File: src/rtl/alu_seq_pkg.sv
// Shared definitions for the ALU operand sequencer: opcodes, FSM states and
// instruction field positions.
package alu_seq_pkg;

  localparam int DATA_W   = 4;
  localparam int RF_DEPTH = 4;
  localparam int IDX_W    = 2;
  localparam int INSTR_W  = 11;

  // Opcodes are forwarded to the ALU unchanged.
  localparam logic [1:0] OP_ADD = 2'b00;
  localparam logic [1:0] OP_AND = 2'b01;
  localparam logic [1:0] OP_SHL = 2'b10;
  localparam logic [1:0] OP_SHR = 2'b11;

  typedef enum logic [1:0] {
    S_IDLE = 2'd0,
    S_EXEC = 2'd1,
    S_RESP = 2'd2
  } state_t;

  // Instruction field positions. imm overlaps rs2 and is only meaningful for LD.
  localparam int LD_BIT  = 10;
  localparam int OP_MSB  = 9;
  localparam int OP_LSB  = 8;
  localparam int RD_MSB  = 7;
  localparam int RD_LSB  = 6;
  localparam int RS1_MSB = 5;
  localparam int RS1_LSB = 4;
  localparam int RS2_MSB = 3;
  localparam int RS2_LSB = 2;
  localparam int IMM_MSB = 3;
  localparam int IMM_LSB = 0;

endpackage

File: src/rtl/alu_seq_regfile.sv
// Small register file: two combinational read ports, one synchronous write
// port, every entry cleared by the asynchronous reset.
module alu_seq_regfile #(
  parameter int NREG = 4,
  parameter int W    = 4,
  localparam int AW  = $clog2(NREG)
) (
  input  logic          clk,
  input  logic          rst_n,
  input  logic          i_we,
  input  logic [AW-1:0] i_waddr,
  input  logic [W-1:0]  i_wdata,
  input  logic [AW-1:0] i_raddr1,
  input  logic [AW-1:0] i_raddr2,
  output logic [W-1:0]  o_rdata1,
  output logic [W-1:0]  o_rdata2
);

  logic [W-1:0] r_rf [NREG];

  // Write port; reset clears all entries.
  // NOTE: this array is deliberately reset -- an aborted instruction must leave
  // a zeroed file behind -- so it maps to flops, not a RAM macro.
  always_ff @(posedge clk or negedge rst_n) begin
    if (!rst_n) begin
      for (int i = 0; i < NREG; i++) begin
        r_rf[i] <= '0;
      end
    end else if (i_we) begin
      r_rf[i_waddr] <= i_wdata;
    end
  end

  assign o_rdata1 = r_rf[i_raddr1];
  assign o_rdata2 = r_rf[i_raddr2];

endmodule

File: src/rtl/alu_op_sequencer.sv
// Issues one instruction at a time to an external 4-bit ALU: reads operands
// from the register file, drives registered A/B/ctrl, captures Z, writes it
// back and offers it downstream with zero/negative flags.
module alu_op_sequencer
  import alu_seq_pkg::*;
#(
  parameter int NREG = 4,
  parameter int W    = 4
) (
  input  logic               clk,
  input  logic               rst_n,
  input  logic               in_valid,
  output logic               in_ready,
  input  logic [INSTR_W-1:0] in_instr,
  output logic [W-1:0]       alu_a,
  output logic [W-1:0]       alu_b,
  output logic [1:0]         alu_ctrl,
  input  logic [W-1:0]       alu_z,
  output logic               out_valid,
  input  logic               out_ready,
  output logic [W-1:0]       out_data,
  output logic [IDX_W-1:0]   out_rd,
  output logic               out_zero,
  output logic               out_neg
);

  state_t           r_state;
  logic [W-1:0]     r_alu_a;
  logic [W-1:0]     r_alu_b;
  logic [1:0]       r_alu_ctrl;
  logic [IDX_W-1:0] r_rd;
  logic             r_out_valid;
  logic [W-1:0]     r_out_data;
  logic [IDX_W-1:0] r_out_rd;
  logic             r_out_zero;
  logic             r_out_neg;

  logic             w_accept;
  logic             w_ld;
  logic [1:0]       w_op;
  logic [IDX_W-1:0] w_rd;
  logic [IDX_W-1:0] w_rs1;
  logic [IDX_W-1:0] w_rs2;
  logic [W-1:0]     w_imm;
  logic [W-1:0]     w_rdata1;
  logic [W-1:0]     w_rdata2;
  logic             w_we;
  logic [IDX_W-1:0] w_waddr;
  logic [W-1:0]     w_wdata;

  // Instruction field decode.
  assign w_ld  = in_instr[LD_BIT];
  assign w_op  = in_instr[OP_MSB:OP_LSB];
  assign w_rd  = in_instr[RD_MSB:RD_LSB];
  assign w_rs1 = in_instr[RS1_MSB:RS1_LSB];
  assign w_rs2 = in_instr[RS2_MSB:RS2_LSB];
  assign w_imm = in_instr[IMM_MSB:IMM_LSB];

  // Ready is gated by reset so nothing is accepted while the block is held.
  assign in_ready = rst_n & (r_state == S_IDLE);
  assign w_accept = in_valid & in_ready;

  alu_seq_regfile #(
    .NREG (NREG),
    .W    (W)
  ) u_regfile (
    .clk      (clk),
    .rst_n    (rst_n),
    .i_we     (w_we),
    .i_waddr  (w_waddr),
    .i_wdata  (w_wdata),
    .i_raddr1 (w_rs1),
    .i_raddr2 (w_rs2),
    .o_rdata1 (w_rdata1),
    .o_rdata2 (w_rdata2)
  );

  // Write-back select: ALU result on leaving EXEC, immediate on an LD accept.
  // The same value feeds the output register so the flags match what is stored.
  // NOTE: every output gets a default first so no path leaves a latch behind.
  always_comb begin
    w_we    = 1'b0;
    w_waddr = r_rd;
    w_wdata = alu_z;
    if (r_state == S_EXEC) begin
      w_we = 1'b1;
    end else if (w_accept && w_ld) begin
      w_we    = 1'b1;
      w_waddr = w_rd;
      w_wdata = w_imm;
    end
  end

  // Control FSM with registered ALU drive and result outputs.
  // NOTE: state is updated with non-blocking assignments so every register
  // samples pre-edge values regardless of statement order.
  always_ff @(posedge clk or negedge rst_n) begin
    if (!rst_n) begin
      r_state     <= S_IDLE;
      r_alu_a     <= '0;
      r_alu_b     <= '0;
      r_alu_ctrl  <= '0;
      r_rd        <= '0;
      r_out_valid <= 1'b0;
      r_out_data  <= '0;
      r_out_rd    <= '0;
      r_out_zero  <= 1'b0;
      r_out_neg   <= 1'b0;
    end else begin
      case (r_state)
        S_IDLE: begin
          if (w_accept) begin
            if (w_ld) begin
              r_out_data  <= w_wdata;
              r_out_rd    <= w_rd;
              r_out_zero  <= (w_wdata == '0);
              r_out_neg   <= w_wdata[W-1];
              r_out_valid <= 1'b1;
              r_state     <= S_RESP;
            end else begin
              // Operands are read before any write, so rd == rs sees the old value.
              r_alu_a    <= w_rdata1;
              r_alu_b    <= w_rdata2;
              r_alu_ctrl <= w_op;
              r_rd       <= w_rd;
              r_state    <= S_EXEC;
            end
          end
        end
        S_EXEC: begin
          r_out_data  <= w_wdata;
          r_out_rd    <= r_rd;
          r_out_zero  <= (w_wdata == '0);
          r_out_neg   <= w_wdata[W-1];
          r_out_valid <= 1'b1;
          r_state     <= S_RESP;
        end
        S_RESP: begin
          if (out_ready) begin
            r_out_valid <= 1'b0;
            r_state     <= S_IDLE;
          end
        end
        default: begin
          r_out_valid <= 1'b0;
          r_state     <= S_IDLE;
        end
      endcase
    end
  end

  assign alu_a     = r_alu_a;
  assign alu_b     = r_alu_b;
  assign alu_ctrl  = r_alu_ctrl;
  assign out_valid = r_out_valid;
  assign out_data  = r_out_data;
  assign out_rd    = r_out_rd;
  assign out_zero  = r_out_zero;
  assign out_neg   = r_out_neg;

endmodule
File: config.mk
export PLATFORM = sky130hd
export DESIGN_NAME = alu_op_sequencer
export DESIGN_NICKNAME = d
export VERILOG_FILES = /design/src/rtl/alu_seq_pkg.sv /design/src/rtl/alu_seq_regfile.sv /design/src/rtl/alu_op_sequencer.sv
export SDC_FILE = /design/constraint.sdc
export NUM_CORES = 1
export LEC_CHECK = 0
export CORE_MARGIN = 1
export CORE_UTILIZATION = 43
export CTS_CLUSTER_DIAMETER = 80
export CTS_CLUSTER_SIZE = 14
export DETAILED_ROUTE_END_ITERATION = 8
export PLACE_DENSITY = 0.73
export SLEW_MARGIN = 20
export SYNTH_ARGS = -nofsm -noshare
export SYNTH_HDL_FRONTEND = slang
export SYNTH_SLANG_ARGS = --single-unit
File: constraint.sdc
create_clock -name clk -period 2.4 [get_ports clk]
set_clock_uncertainty 0.2 [all_clocks]
set_input_delay 0.36 -clock clk [delete_from_list [all_inputs] [get_ports clk]]
set_output_delay 0.36 -clock clk [all_outputs]
set_load 0.02 [all_outputs]
==> metrics.md <==
| Metric | Value |
|---|---|
| First-pass GRT wire length | `~6200 um` |
| Crit path launch type | `primary input` |
| Ys flop type | `dfrtp_1` |
| Main combinational cell family by area after synthesis | `multiplexers` |
| Worst-path cell chain | `dlygate4sd3_1, buf_2, and2_1, clkdlybuf4s50_1` |
| Buf+Inv Stages, Crit Path | `3` |
| H-tree lvl count | `2` |
| Synth area leaders | `dfrtp_1 (52%), mux2_2 (20%), mux4_2 (9.8%)` |
| Final Setup Violations | `0` |
| Vias per cell | `5.53` |
| CP delay by family, top | `buffers and inverters` |
| Worst-case clock buffer depth | `2` |
| GRT overflow | `0` |
| Drt drc | `0` |
| Hold Crit Class | `reg2reg` |
| Die area | `4550 um^2` |
| Clock root buffer | `clkbuf_8` |
| Synth unique cells | `32` |
| Number of CTS-inserted buffers | `5` |
| Fraction of registers with async set or reset after synthesis | `100%` |
| Worst VDD drop | `506 uV` |
| Routability Congestion | `slightly above 0.8` |
| Final period utilization | `between 90% and 100%` |
| Measured slew at the worst slew-check pin | `around 0.4 ns` |
| Synth Area in Compound Gates | `under 10%` |
| Clock transition at the registers of the reported paths | `roughly 0.06 ns` |
| Top Metal Used | `met4` |
| Leak | `a little under 1 nW` |
| Final hold vios | `0` |
| Share of layout cells above drive strength 1 | `35.8%` |
| Gr usage total | `between 10% and 20%` |
| Mux share of post-synthesis cell area | `31.1%` |
| Status | `completed` |
| Unrepaired setup endpoints after global routing | `false` |
| Row count | `23` |
| DR WL met2 | `about 1900 um` |
| Final WL | `3920 um` |
| Final Max Slew Viols | `0` |
| # IOs | `39` |
| Number of global-route vias before repair | `~1300` |
| Mapped Area | `1840 um^2` |
| Slowest stage delay, CP | `0.60 ns` |
| Nature of the critical path endpoint | `output port` |
| Synth Instances | `128` |
| Final non-filler cell area | `2390 um^2` |
| CTS sink cnt | `38` |
| Max transition margin | `73.6%` |
| Max Cap Viol | `0` |
| Post-DP HPWL | `2980 um` |
| Critical Path Source | `rst_n` |
| Critical Path RT | `1.84 ns` |
| Largest net degree at the start of global routing | `32` |
| Number of DRC markers in iteration 0 | `64` |
| Cell taking the most area after synthesis | `dfrtp_1` |
| IO Port Bufs | `38` |
| Seq cells post-synth | `38` |
| Reg2reg start | `r_state[0]` |
| Worst-Skew Late Latency | `roughly 0.28 ns` |
| Initial antenna violation count | `0` |
| WL/cell | `17.3 um` |
| Routed met3 length | `~150 um` |
| Syn avg cell area | `approximately 14 um^2` |
| Post-Synth Simple-Gate Area | `between 8 and 9%` |
| Sequential share of the synthesized area | `roughly 52%` |
| CTS tree | `done` |
| Post-synth top area share | `51.6%` |
| Crit path DAT | `between 1.5 and 2 ns` |
| Final nets | `a little under 200` |
| Power per cell area | `just over 1000 nW/um^2` |
| Via count | `about 1200` |
| Core Area | `a little over 4000 um^2` |
| Drt first pass iters | `4` |
| Critical path type | `in2out` |
| Area Overhead vs Synth | `29.7%` |
| EDFF count, synth | `0` |
| Adder-cell area share of the yosys netlist | `0%` |
| Die height | `about 67 um` |
| Slowest CP cell | `clkdlybuf4s50_1` |
| Placed inst area | `~2300 um^2` |
| Crit path max fanout | `7` |
| Post-route ant nets | `0` |
| Synth Area in XOR/XNOR | `0%` |
| Synth Net Count | `around 150` |
| HP Start | `out_data[1]` |
| Setup_tns | `0 ns` |
| Initial Util | `between 40% and 50%` |
| Die span in x | `a little under 70 um` |
| F_max | `~0.43 GHz` |
| WL met1 | `approximately 1800 um` |
| Antenna Cells | `0` |
| Fin crit period | `between 2 and 2.5 ns` |
| Yosys warns | `0` |
metrics by stage:
stage	cells	util, %	total power [mW]	hold WS, ns	worst slack [ns]
after floorplan	128	-	1.62	-0.136	0.483
after global placement	217	56.5	1.99	0.0317	0.0487
after detailed placement	217	56.5	2.03	0.0370	0.0248
after CTS	226	58.9	2.44	0.307	0.0232
after global routing	226	59.0	2.56	0.330	0.00427
final	226	59.0	2.42	0.306	0.0622
cells by family (layout without fill, tap and decap cells):
logic type             Yosys count  after routing
muxes                           43             43
buffers and inverters            6             54
and+or+nand+nor                 25             25
AOI/OAI and AO/OA               16             16
DFF                             38             38
cell usage after synthesis, types with 2 or more instances:
library cell and count:
mux4_2 8, buf_4 3, inv_1 2, nand3_1 3
mux2_2 33, nand4_2 2, o21ai_0 4, a21oi_1 2
dfrtp_1 38, nand2_1 7, o21a_1 2, nor2_1 4
state kept, by name (all words and copies together) (netlist names):
register	cells
r_rd	2
out_valid	1
r_state	2
alu_a	4
u_regfile.r_rf	16
alu_ctrl	2
out_zero	1
out_data	4
out_rd	2
alu_b	4
power breakdown:
part	leakage [nW]	switching (mW)	internal [mW]
registers	0.462	0.178	0.900
logic	0.484	0.387	0.556
clock network	0.0383	0.201	0.200
total	0.983	0.765	1.66
cells in the final DEF, fill, tap and decap left out, types with 2 or more instances in the layout:
master	instances
a21oi_1	2
buf_4	5
clkbuf_1	2
clkbuf_8	5
clkdlybuf4s50_1	37
dfrtp_1	38
dlygate4sd3_1	2
inv_1	2
mux2_2	33
mux4_2	8
nand2_1	7
nand3_1	3
nand4_2	2
nor2_1	3
nor2_2	2
o21a_1	2
o21ai_0	4
routing by layer:
layer  GRT usage, %  vias to the layer above
met3           4.22                       10
met2           30.1                       36
li1               -                      571
met1           25.6                      632
met5              0                        -
met4           7.98                        0
cell type report:
type	count	area, um^2
Sequential cell	38	951
Fill cell	311	1670
Inverter	2	7.51
Timing Repair Buffer	45	433
Clock buffer	7	76.3
Tap cell	50	62.6
Multi-Input combinational cell	84	862
worst reg2reg max path, delay by kind of cell, from the launching register on:
kind / cells / cell delay, ns
compound gates: 2 / 0.65
mux: 1 / 0.37
flops: 1 / 0.51
simple gates: 1 / 0.28
what timing repair did:
action | CTS | global route
hold buffers | 2 | 0
hold endpoints to repair | 7 | 0
gates resized for setup | 0 | 1
buffers inserted | 0 | 0
endpoints found under the setup margin | 0 | 1
worst paths after layout:
check                                endpoint  slack (ns)  depth (start not counted)
hold / removal                    out_data[1]        0.31                          1
min in group asynchronous             r_rd[0]        0.53                          3
max in group asynchronous         out_data[0]        0.77                          3
hold reg to reg                   out_data[1]        0.31                          1
setup / recovery                     in_ready        0.06                          4
setup reg to reg           u_regfile.r_rf[11]        0.28                          4
No activity file was read; power rests on OpenSTA's default activity.
